--- config.mk ---
export PLATFORM = sky130hd
export DESIGN_NAME = dmem_mmio_responder
export DESIGN_NICKNAME = d
export VERILOG_FILES = /design/src/rtl/mmio_pkg.sv /design/src/rtl/mmio_tx_fifo.sv /design/src/rtl/dmem_mmio_responder.sv
export SDC_FILE = /design/constraint.sdc
export NUM_CORES = 1
export LEC_CHECK = 0
export BUFFER_PORTS_ARGS = -buffer_cell sky130_fd_sc_hd__buf_4
export CAP_MARGIN = 20
export CORE_MARGIN = 8
export CORE_UTILIZATION = 45
export CTS_BUF_LIST = sky130_fd_sc_hd__clkbuf_16
export CTS_CLUSTER_SIZE = 10
export DETAILED_ROUTE_END_ITERATION = 12
export PLACE_DENSITY_LB_ADDON = 0.3
export SKIP_CTS_REPAIR_TIMING = 1
export SLEW_MARGIN = 10
export SYNTH_ARGS = -nofsm -noshare
export SYNTH_HDL_FRONTEND = slang
export SYNTH_SLANG_ARGS = --single-unit
export TNS_END_PERCENT = 50
--- constraint.sdc ---
create_clock -name clk_in -period 4 [get_ports clk_in]
set_clock_uncertainty 0.15 [all_clocks]
set_input_delay 0.2 -clock clk_in [delete_from_list [all_inputs] [get_ports clk_in]]
set_output_delay 0.2 -clock clk_in [all_outputs]
set_load 0.02 [all_outputs]
--- src/rtl/mmio_pkg.sv ---
// Shared types for the data-memory responder: region decode, MMIO word offsets, TX_STAT layout.
package mmio_pkg;

  typedef enum logic [1:0] {
    REG_RAM  = 2'd0,
    REG_MMIO = 2'd1,
    REG_NONE = 2'd2
  } region_e;

  localparam logic [23:0] MMIO_BASE_HI = 24'h80_0000;

  localparam logic [7:0] OFF_LED     = 8'h00;
  localparam logic [7:0] OFF_CYC_LO  = 8'h04;
  localparam logic [7:0] OFF_CYC_HI  = 8'h08;
  localparam logic [7:0] OFF_TX_DATA = 8'h0C;
  localparam logic [7:0] OFF_TX_STAT = 8'h10;

  localparam int STAT_FULL    = 0;
  localparam int STAT_EMPTY   = 1;
  localparam int STAT_CNT_LSB = 2;
  localparam int STAT_OVF     = 5;

  // Takes addr[31:8]; the low byte never affects the region.
  function automatic region_e decode_region(input logic [23:0] a_hi);
    if (a_hi[23:8] == 16'h0000) return REG_RAM;
    if (a_hi == MMIO_BASE_HI) return REG_MMIO;
    return REG_NONE;
  endfunction

  function automatic logic [2:0] sat_count(input logic [31:0] c);
    return (c > 32'd7) ? 3'd7 : c[2:0];
  endfunction

endpackage

--- src/rtl/mmio_tx_fifo.sv ---
// Byte FIFO for debug TX output; head visible combinationally, zero when empty.
// Pop is ignored when empty; a push while full is taken only if a pop frees the slot that cycle.
module mmio_tx_fifo #(
  parameter int DEPTH = 4
) (
  input  logic                     clk_i,
  input  logic                     rst_i,
  input  logic                     push_i,
  input  logic [7:0]               data_i,
  input  logic                     pop_i,
  output logic                     full_o,
  output logic                     empty_o,
  output logic [$clog2(DEPTH):0]   count_o,
  output logic [7:0]               head_o
);

  localparam int AW = $clog2(DEPTH);

  logic [7:0]    mem_q [DEPTH];
  logic [AW-1:0] wr_ptr_q, wr_ptr_d;
  logic [AW-1:0] rd_ptr_q, rd_ptr_d;
  logic [AW:0]   count_q, count_d;
  logic          do_push, do_pop;

  assign full_o  = (count_q == (AW+1)'(DEPTH));
  assign empty_o = (count_q == '0);
  assign count_o = count_q;
  assign head_o  = empty_o ? 8'h00 : mem_q[rd_ptr_q];

  assign do_pop  = pop_i && !empty_o;
  assign do_push = push_i && (!full_o || do_pop);

  always_comb begin
    wr_ptr_d = do_push ? wr_ptr_q + 1'b1 : wr_ptr_q;
    rd_ptr_d = do_pop  ? rd_ptr_q + 1'b1 : rd_ptr_q;
    count_d  = count_q;
    case ({do_push, do_pop})
      2'b10:   count_d = count_q + 1'b1;
      2'b01:   count_d = count_q - 1'b1;
      default: count_d = count_q;
    endcase
  end

  always_ff @(posedge clk_i) begin
    if (rst_i) begin
      wr_ptr_q <= '0;
      rd_ptr_q <= '0;
      count_q  <= '0;
    end else begin
      wr_ptr_q <= wr_ptr_d;
      rd_ptr_q <= rd_ptr_d;
      count_q  <= count_d;
    end
  end

  always_ff @(posedge clk_i) begin
    if (do_push) mem_q[wr_ptr_q] <= data_i;
  end

endmodule

--- src/rtl/dmem_mmio_responder.sv ---
// Data-memory responder: RAM/MMIO decode, LED, cycle counter, TX FIFO; loads return 2 cycles
// after their address in every region. No backpressure toward the core; TX drains on valid/ready.
module dmem_mmio_responder
  import mmio_pkg::*;
#(
  parameter int RAM_ADDR_W = 14,
  parameter int TX_DEPTH   = 4,
  parameter int LED_W      = 16
) (
  input  logic                  clk_in,
  input  logic                  rst_in,
  input  logic [31:0]           dmem_addr_in,
  input  logic [31:0]           dmem_data_in,
  input  logic [3:0]            dmem_write_enable_in,
  output logic [31:0]           dmem_data_out,
  output logic [RAM_ADDR_W-1:0] ram_addr_out,
  output logic [31:0]           ram_data_out,
  output logic [3:0]            ram_we_out,
  input  logic [31:0]           ram_data_in,
  output logic [LED_W-1:0]      led_out,
  output logic [7:0]            tx_data_out,
  output logic                  tx_valid_out,
  input  logic                  tx_ready_in
);

  localparam int CW = $clog2(TX_DEPTH) + 1;

  region_e          region, region_s1_q, region_s2_q;
  logic [7:0]       offset;
  logic [31:0]      mmio_rd, mmio_s1_q, mmio_s2_q;
  logic [LED_W-1:0] led_q, led_d;
  logic [63:0]      cyc_q;
  wire  [63:0]      cyc_d;
  logic             ovf_q, ovf_d;
  logic             mmio_wr, tx_push, tx_pop, tx_full, tx_empty;
  logic [CW-1:0]    tx_count;

  assign region       = decode_region(dmem_addr_in[31:8]);
  assign offset       = dmem_addr_in[7:0];
  assign ram_addr_out = dmem_addr_in[RAM_ADDR_W+1:2];
  assign ram_data_out = dmem_data_in;
  assign ram_we_out   = (region == REG_RAM) ? dmem_write_enable_in : 4'b0000;

  assign mmio_wr      = (region == REG_MMIO) && (dmem_write_enable_in != 4'b0000);
  assign tx_push      = mmio_wr && (offset == OFF_TX_DATA) && dmem_write_enable_in[0];
  assign tx_valid_out = !tx_empty;
  assign tx_pop       = tx_valid_out && tx_ready_in;
  assign cyc_d        = cyc_q + 64'd1;
  assign led_out      = led_q;

  // Read value is taken from current state, so a same-cycle write is not visible.
  always_comb begin
    mmio_rd = '0;
    if (region == REG_MMIO) begin
      case (offset)
        OFF_LED:    mmio_rd = 32'(led_q);
        OFF_CYC_LO: mmio_rd = cyc_q[31:0];
        OFF_CYC_HI: mmio_rd = cyc_q[63:32];
        OFF_TX_STAT: begin
          mmio_rd[STAT_FULL]            = tx_full;
          mmio_rd[STAT_EMPTY]           = tx_empty;
          mmio_rd[STAT_CNT_LSB +: 3]    = sat_count(32'(tx_count));
          mmio_rd[STAT_OVF]             = ovf_q;
        end
        default:    mmio_rd = '0;
      endcase
    end
  end

  always_comb begin
    led_d = led_q;
    if (mmio_wr && (offset == OFF_LED)) begin
      for (int b = 0; b < LED_W; b++) begin
        if (dmem_write_enable_in[b/8]) led_d[b] = dmem_data_in[b];
      end
    end
    ovf_d = ovf_q;
    if (tx_push && tx_full && !tx_pop) begin
      ovf_d = 1'b1;
    end else if (mmio_wr && (offset == OFF_TX_STAT) && dmem_write_enable_in[0]
                 && dmem_data_in[STAT_OVF]) begin
      ovf_d = 1'b0;
    end
  end

  always_ff @(posedge clk_in) begin
    if (rst_in) begin
      region_s1_q <= REG_NONE;
      region_s2_q <= REG_NONE;
      mmio_s1_q   <= '0;
      mmio_s2_q   <= '0;
      led_q       <= '0;
      cyc_q       <= '0;
      ovf_q       <= 1'b0;
    end else begin
      region_s1_q <= region;
      region_s2_q <= region_s1_q;
      mmio_s1_q   <= mmio_rd;
      mmio_s2_q   <= mmio_s1_q;
      led_q       <= led_d;
      cyc_q       <= cyc_d;
      ovf_q       <= ovf_d;
    end
  end

  assign dmem_data_out = (region_s2_q == REG_RAM) ? ram_data_in : mmio_s2_q;

  mmio_tx_fifo #(
    .DEPTH (TX_DEPTH)
  ) u_tx_fifo (
    .clk_i   (clk_in),
    .rst_i   (rst_in),
    .push_i  (tx_push),
    .data_i  (dmem_data_in[7:0]),
    .pop_i   (tx_pop),
    .full_o  (tx_full),
    .empty_o (tx_empty),
    .count_o (tx_count),
    .head_o  (tx_data_out)
  );

endmodule
# Word level (Yosys, flattened, before mapping)
# Memories as Yosys holds them, arrays and structs flattened. A register that Yosys moved wholly into a read port is not among the register bits.
# Cells that the tools add are included.
word_totals:
  output_inout_bits: 107
  latch_bits: 0
  mem_count: 1
  in_bits: 103
  ram_bits: 32
  register_bits: 156
  wordCells: 73
  rom_bits: 0
memory_table:
  columns: ["memory", "words", "width", "read_ports", "rd_clocked_by_memory_dff", "write_ports", "line", "rtl"]
  rows:
  - ["u_tx_fifo.mem_q", 4, 8, 1, 1, 1, "mmio_tx_fifo.sv:19", "logic [7:0] mem_q [DEPTH];"]
op_classes:
  addsub: 5
  eq_ne: 9
  multipliers: 0
  div: 0
  order_cmp: 0
  n_mux: 19
  shift: 0
  n_reduce_logical: 27
  bitwise_logic: 1
ops:
  columns: ["cell", "n"]
  rows:
  - ["one-hot mux 26 bit (3 select lines)", 1]
  - ["adder 64 x 1 -> 64 bit (second input constant)", 1]
  - ["two-way mux 32 bit", 1]
  - ["equality test 24 bit (second input constant)", 1]
  - ["one-hot mux 6 bit (4 select lines)", 1]
  - ["equality test 8 x 4 -> 1 bit (second input constant)", 2]
  - ["zero test 16 bit", 1]
  - ["logical AND 1 bit", 12]
  - ["two-way mux 2 bit", 6]
  - ["equality test 8 x 3 -> 1 bit (second input constant)", 1]
  - ["equality test 8 x 5 -> 1 bit (second input constant)", 1]
  - ["zero test 8 bit", 1]
  - ["two-way mux 8 bit", 1]
  - ["two-way mux 1 bit", 7]
  - ["one-hot mux 3 bit (2 select lines)", 1]
  - ["adder 2 x 1 -> 2 bit (second input constant)", 2]
  - ["equality test 2 x 1 -> 1 bit (second input constant)", 2]
  - ["zero test 2 bit", 2]
  - ["two-way mux 4 bit", 1]
  - ["AND reduction 2 bit", 2]
  - ["nonzero test 2 bit", 2]
  - ["nonzero test 4 bit", 1]
  - ["adder 3 x 1 -> 3 bit (second input constant)", 1]
  - ["equality test 3 bit (second input constant)", 1]
  - ["other kinds (7)", 9]

# Depth between registers and ports, before layout
# Gate-level depths: netlist of run 1.
logic_depth:
  word_depth: 12
  mapped_depth: 10
  mapped_depth_nobuf: 9

# By module
# From an unflattened synthesis of run 1, not the netlist that was laid out.
hier_totals:
  cells_unflattened: 824
  area_unflattened_um2: 8378.0
modules_own_cells:
  columns: ["mod", "instances", "cells_each", "area_each_um2", "seq_area_each_um2"]
  rows:
  - ["dmem_mmio_responder", 1, 719, 6671.4, 2982.9]
  - ["mmio_tx_fifo", 1, 105, 1706.6, 1141.1]

# Worst setup path after synthesis of run 1
# Ideal clock, no wire load.
synth_timing:
  path_type: "input port to flip-flop"
  startpoint: "input port dmem_addr_in[17]"
  endpoint: "register u_tx_fifo.count_q[1] (netlist: u_tx_fifo.count_o[1])"
  path_slack_ps: 1126
  setup_ps: 134
  required_ps: 3716
  t_arrival_ps: 2590
  n_path_buf: 1
  stages: 9
  path_cell_list: "nor4_1 > nand4_1 > nor4_2 > clkbuf_1 > nor2_1 > fa_1 > nand2b_1 > nor4_1 > or4_1"
synth_via:
  elab_chain_cells: 12
  word_cells_on_any_way: 17
  classes_between: "eq/ne: 4; mux: 7; reduce/logical: 6"
synth_lines:
  columns: ["item", "line", "rtl"]
  rows:
  - ["from (decl)", "dmem_mmio_responder.sv:12", "input logic [31:0] dmem_addr_in,"]
  - ["equality test 24 bit", "mmio_pkg.sv:26", "if (a_hi == MMIO_BASE_HI) return REG_MMIO;"]
  - ["two-way mux 1 bit (2 in a row)", "mmio_pkg.sv:26", null]
  - ["two-way mux 2 bit", "mmio_pkg.sv:27", "return REG_NONE;"]
  - ["two-way mux 2 bit *", "mmio_pkg.sv:26", null]
  - ["equality test 2 x 1 -> 1 bit *", "dmem_mmio_responder.sv:44", "assign mmio_wr = (region == REG_MMIO) && (dmem_write_enable_in != 4'b0000);"]
  - ["logical AND 1 bit *", "dmem_mmio_responder.sv:44", null]
  - ["logical AND 1 bit * (2 in a row)", "dmem_mmio_responder.sv:45", "assign tx_push = mmio_wr && (offset == OFF_TX_DATA) && dmem_write_enable_in[0];"]
  - ["logical AND 1 bit *", "mmio_tx_fifo.sv:31", "assign do_push = push_i && (!full_o || do_pop);"]
  - ["equality test 2 x 1 -> 1 bit or equality test 2 bit (tied branches)", "mmio_tx_fifo.sv:37", "case ({do_push, do_pop})"]
  - ["one-hot mux 3 bit (2 select lines) *", "mmio_tx_fifo.sv:37", null]
  - ["via u_tx_fifo.count_d[1]", "mmio_tx_fifo.sv:22", "logic [AW:0] count_q, count_d;"]
  - ["to (signal assigned)", "mmio_tx_fifo.sv:52", "count_q <= count_d;"]
  - ["to (decl)", "mmio_tx_fifo.sv:22", null]
# Mark *: on every way through the listed nets, which the timed path passes. The rest lies on a longest branch. The select of a mux whose other input is x is not followed.
# A chain may end at the register's enable or synchronous reset.

# Final worst setup path of run 1
layout_timing:
  startpoint: "input port dmem_addr_in[31]"
  endpoint: "register u_tx_fifo.count_q[1] (netlist: u_tx_fifo.count_o[1])"
# The elaborated chain is that of the path after synthesis.

==> results.json, run 1 <==
{
  "cts_root_buffer": "clkbuf_16",
  "cpPeakStageDelay_ps": 540,
  "crit_arrival_ps": 2900,
  "ys_warn_count": 0,
  "fp.dieArea_sq_um": 23300,
  "tightest_slew_ps": 847,
  "gp_congestion": 0.831,
  "cts.sinks": 190,
  "hp-class": "in2reg",
  "worstSetupPathType": "in2reg",
  "crit_path_top_delay_cell": "dlygate4sd3_1",
  "routed_wirelength_mm": 20.9,
  "antenna_left": 0,
  "stdcell_count": 1223,
  "cp_top_family": "simple AND/OR/NAND/NOR gates",
  "synth_most_common_cell": "dfxtp_1",
  "async_flop_share_pct": 0,
  "synth_nets": 955,
  "timing.fmax_mhz": 365,
  "grt_start_max_net_pins": 68,
  "hold_viol": 0,
  "setup_slack_ps": 1260,
  "synth_top_area_cell": "dfxtp_1",
  "ys_types": 49,
  "start_kind": "input port",
  "crit_fanout": 14,
  "num_rows": 50,
  "p_per_area_nw_per_um2": 373,
  "synth_top_area_share_pct": 37.6,
  "clk_latency_ps": 430,
  "fin_crit_sh_pct": 68.4,
  "die_y_um": 153,
  "cap_violations": 0,
  "p_total_mw": 3.87,
  "grt_usage_pct": 17.7,
  "cpMostUsedCell": "buf_4",
  "maxSlewHeadroom_pct": 43.5,
  "setup_tns_ps": 0,
  "avgSynthCellArea_sq_um": 9.95,
  "port_buffers": 177,
  "ys_ff_latch": 190,
  "vias": 6609,
  "io_pins": 210,
  "drc": 0,
  "netlist_area_sq_um": 8420,
  "p_leak_nw": 3.92,
  "fin_crit_ps": 2740,
  "synth_cells": 846,
  "setup-violations-final": 0,
  "drt_iter0_drc": 407,
  "multi_input_area_sq_um": 3710,
  "clockBufferDepth": 2,
  "initial_core_util_pct": 45.4,
  "antenna_found_initial": 0,
  "nets": 1085,
  "crit_path_end_kind": "flop",
  "htreeDepth": 4,
  "wl_per_cell_um": 17.1,
  "required_ps": 4160,
  "rsz0062_at_grt": "no",
  "grt_overflow": 0,
  "layout-drive-gt1-share_pct": 26.8,
  "ys_top_cells_by_area": "dfxtp_1 38%, edfxtp_1 11%, nor2_1 4.9%, mux2_2 4.3%, buf_4 4.1%",
  "syn2layout_area_growth_pct": 23.2,
  "seq_area_sq_um": 4120,
  "yosys-top-cells-count": "158 x dfxtp_1, 110 x nor2_1, 46 x buf_4",
  "ir_drop_uv": 311,
  "clk_pin_slew_ps": 70,
  "grt_pass1_wl_mm": 33.3,
  "core-area_sq_um": 18500,
  "grt_pass1_vias": 6303,
  "path_buf_inv": 3,
  "synth_seq_area_share_pct": 49.0,
  "whs_ps": 128,
  "path_cells": "dlygate4sd3_1 -> buf_4 -> nor2b_1 -> nand4_1 -> nor4_2 -> buf_4 -> nor2_1 -> fa_1 -> nand2b_1 -> nor4_1 -> or4_1",
  "drv_slew": 0,
  "dp_hpwl_mm": 15.3,
  "tritoncts": "done",
  "die_w_um": 153,
  "first_pass_iters": 5,
  "preCtsSetupSlack_ps": 1000,
  "num-fill-cells": 1650,
  "status": "complete, no violations",
  "post_drt_via_cell_ratio": 5.40,
  "place_inst": 1172,
  "antenna_cells": 0,
  "cts-buffers-inserted": 17,
  "synth_ff_type": "dfxtp_1",
  "synth_enable_flop_cells": 32
}
## metal layers
metal,track usage [%],vias to the layer above,routed length (um)
met3,4.34,40,1610
met4,7.26,0,466
met1,22.8,3107,9110
li1,-,3245,-
met2,27.8,217,9710
met5,0,-,0
## report_power, final
group	switching [mW]	internal, mW	leakage, nW
registers	0.00410	1.94	1.56
logic	0.0900	0.0952	2.06
clock network	0.782	0.957	0.302
## placed cells by master, fill, tap and decap left out, types with 11 or more instances in the layout
cell,synthesis,routed
buf_4,46,183
dfxtp_1,158,158
nor2_1,110,109
a21oi_1,44,44
nor2b_1,38,38
mux2_2,32,32
edfxtp_1,32,32
xnor2_1,30,30
a22oi_1,26,26
mux2i_1,26,26
nand4_1,25,25
nor4_1,23,23
nand2_1,23,23
nand3_1,21,21
dlygate4sd3_1,0,19
or4_1,18,18
clkbuf_16,0,17
inv_1,16,16
nor3_1,14,14
o31ai_1,14,14
and2_1,13,13
and3_1,12,12
o21ai_0,11,11
xor2_1,11,11
## state kept, by name (all words and copies together) (netlist names), named ones only
register,flops
u_tx_fifo.wr_ptr_q,2
cyc_q,64
led_out,16
u_tx_fifo.count_o,3
mmio_s1_q,32
u_tx_fifo.mem_q,32
u_tx_fifo.rd_ptr_q,2
mmio_s2_q,32
ovf_q,1
region_s2_q,2
region_s1_q,2
## through the flow
stage / utilization [%] / instance area [sq um]
after floorplan: - / 8420
after global placement: 51.6 / 9560
after detailed placement: 51.6 / 9560
after CTS: 55.0 / 10200
after global routing: 56.0 / 10400
final: 56.0 / 10400
## worst paths after layout
check	startpoint	to	slack, ps	cells after the start
worst min register to register	mmio_s1_q[9]$_SDFF_PP0_	mmio_s2_q[9]$_SDFF_PP0_	290	1
worst max register to register	cyc_q[30]$_SDFF_PP0_	cyc_q[57]$_SDFF_PP0_	1270	5
worst min-delay path	rst_in	led_out[3]$_SDFFE_PP0P_	130	2
worst max-delay path	dmem_addr_in[31]	u_tx_fifo.count_o[1]$_SDFFE_PP0P_	1260	11
## cell type report
| type | instances | share of cell area (%) |
|---|---|---|
| Clock buffer | 17 | 4.10 |
| Clock inverter | 15 | 1.81 |
| Inverter | 16 | 0.579 |
| Multi-Input combinational cell | 549 | 35.8 |
| Sequential cell | 190 | 39.8 |
| Tap cell | 234 | 2.82 |
| Timing Repair Buffer | 202 | 15.1 |
## kinds of logic (layout without fill, tap and decap cells)
family / count (synthesis) / in the layout / synth area share [%]
buffers and inverters: 107 / 250 / 6.90
flip-flops: 190 / 190 / 49.0
AND/OR/NAND/NOR: 334 / 334 / 21.8
XOR/XNOR: 41 / 41 / 4.27
AO/OA/AOI/OAI: 102 / 102 / 7.58
multiplexers: 66 / 66 / 9.52
adder cells (fa/ha/maj): 6 / 6 / 0.981
(Power assumes the default switching activity.)
==> run 2: changes to the inputs <==
- clock period: 4 -> 2.25 ns (I/O delays scaled with it)
==> results.json, run 2 (synthesis gave the netlist of run 1 again) <==
{
  "setup-violations-final": 0,
  "tightest_slew_ps": 576,
  "routed_wirelength_mm": 22.4,
  "clk_pin_slew_ps": 70,
  "drc": 0,
  "grt_start_max_net_pins": 41,
  "p_comb_share_pct": 5.2,
  "vias": 6915,
  "fp.dieArea_sq_um": 23300,
  "initial_core_util_pct": 45.4,
  "num-fill-cells": 1546,
  "required_ps": 2450,
  "multi_input_area_sq_um": 3810,
  "p_per_area_nw_per_um2": 620,
  "reg2reg_depth": 7,
  "hp-class": "in2out",
  "clk_latency_ps": 430,
  "cap_violations": 0,
  "gp_congestion": 0.883,
  "antenna_cells": 0,
  "crit_arrival_ps": 2380,
  "wl_per_cell_um": 17.1,
  "timing.fmax_mhz": 459,
  "placed_cell_area_sq_um": 10300,
  "grt_overflow": 0,
  "path_cells": "nand4_1 -> nor4b_2 -> buf_4 -> nand4_2 -> buf_6 -> or4_1 -> a21oi_1",
  "layout_common_cells": "266 x buf_4, 153 x dfxtp_1, 107 x nor2_1",
  "fin_crit_ps": 2180,
  "cts-buffers-inserted": 17,
  "r2r_slack_ps": 70,
  "crit_path_top_delay_cell": "or4_1",
  "antenna_left": 0,
  "status": "complete, no violations",
  "rsz0062_at_grt": "yes",
  "pwr-share-clk_pct": 44.9,
  "first_pass_iters": 5,
  "final_area_sq_um": 11200,
  "antenna_found_initial": 0,
  "largest_reg_flops": 64,
  "internal_power_mw": 5.35,
  "ir_drop_uv": 554,
  "tritoncts": "done",
  "port_buffers": 177,
  "p_seq_share_pct": 49.9,
  "p_leak_nw": 4.41,
  "hp-start": "dmem_data_in[16]",
  "swShare_pct": 22.9,
  "post_drt_via_cell_ratio": 5.27,
  "dp_hpwl_mm": 16.9,
  "r2r-end": "cyc_q[57]$_SDFF_PP0_",
  "cts_root_buffer": "clkbuf_16",
  "cts.sinks": 190,
  "htreeDepth": 4,
  "grt_pass1_wl_mm": 35.3,
  "r2r-start": "cyc_q[34]$_SDFF_PP0_",
  "worstSetupPathType": "reg2reg",
  "maxSlewHeadroom_pct": 61.1,
  "nets": 1174,
  "layout-drive-gt1-share_pct": 34.2,
  "core-area_sq_um": 18500,
  "hold_viol": 0,
  "min_path_cells": 0,
  "fin_crit_sh_pct": 96.8,
  "cpPeakStageDelay_ps": 500,
  "grt_usage_pct": 18.8,
  "drv_slew": 0,
  "crit_fanout": 17,
  "mostFrequentLayoutCell": "buf_4",
  "num_rows": 50,
  "syn2layout_area_growth_pct": 33.1,
  "io_pins": 210,
  "hold_end": "ram_data_out[16]",
  "p_sw_mw": 1.59,
  "p_total_mw": 6.94,
  "grt_pass1_vias": 6661,
  "regMostFlops": "cyc_q",
  "crit_path_end_kind": "flop",
  "clockBufferDepth": 2,
  "drt_iter0_drc": 461,
  "start_kind": "flop",
  "seq_area_sq_um": 4130,
  "die_w_um": 153,
  "die_y_um": 153
}
run 2: changes by cell type in the layout (fill, tap and decap cells not counted), sizes merged:
cell	previous run	this run
clkinvlp	1	0
dlygate4sd3	19	20
clkinv	2	3
buf	183	271
run 2: how the worst max path moves through the flow:
stage | from | endpoint | slack [ps] | cells past startpoint
floorplan | dmem_addr_in[0] | u_tx_fifo.count_o[1]$_SDFFE_PP0P_ | -320 | 9
global placement | dmem_addr_in[0] | u_tx_fifo.count_o[1]$_SDFFE_PP0P_ | -370 | 10
detailed placement | dmem_addr_in[0] | u_tx_fifo.count_o[1]$_SDFFE_PP0P_ | -390 | 10
CTS | cyc_q[1]$_SDFF_PP0_ | cyc_q[58]$_SDFF_PP0_ | -20 | 7
global route | cyc_q[8]$_SDFF_PP0_ | cyc_q[37]$_SDFF_PP0_ | -60 | 6
finish | cyc_q[34]$_SDFF_PP0_ | cyc_q[57]$_SDFF_PP0_ | 70 | 7
run 2: per-layer routing:
metal | vias to the layer above | track usage [%] | part of all wire [%]
met2 | 219 | 30.3 | 47
met3 | 27 | 5.42 | 7.5
met1 | 3245 | 24.0 | 44
li1 | 3424 | - | -
met5 | - | 0 | 0
met4 | 0 | 5.47 | 1.4
run 2: per-stage QoR:
| stage | util, % | hold slack, ps | cells | setup slack (ps) | TNS, ps |
|---|---|---|---|---|---|
| 2_1_floorplan | - | 61.4 | 846 | -317 | -537 |
| 3_3_place_gp | 55.5 | 75.2 | 1256 | -371 | -779 |
| 3_5_place_dp | 55.5 | 75.2 | 1256 | -390 | -1210 |
| 4_1_cts | 58.8 | -250 | 1288 | -22.1 | -82.5 |
| 5_1_grt | 60.5 | 75.0 | 1312 | -58.4 | -249 |
| 6_report | 60.5 | 75.0 | 1312 | 72.7 | 0 |
run 2: critical path: cells and delay by family, from the launching register on:
family,cells,cell delay [ps]
flops,1,350
simple gates,4,1050
compound gates,1,170
buf+inv,2,360
run 2: power by group through the flow:
stage | Clock (mW) | Combinational [mW] | Sequential, mW
after global placement | 0 | 0.322 | 3.54
final | 3.12 | 0.362 | 3.46
after detailed placement | 0 | 0.328 | 3.54
after floorplan | 0 | 0.185 | 3.54
after global routing | 3.33 | 0.385 | 3.46
after CTS | 3.17 | 0.329 | 3.46
run 2: cell type report:
cell class	count	area share, %
inverters	16	0.536
flip-flops and latches	190	36.9
repair buffers	291	20.4
clock inverters	15	1.73
well taps	234	2.61
multi-input cells	549	34.0
clock buffers	17	3.80
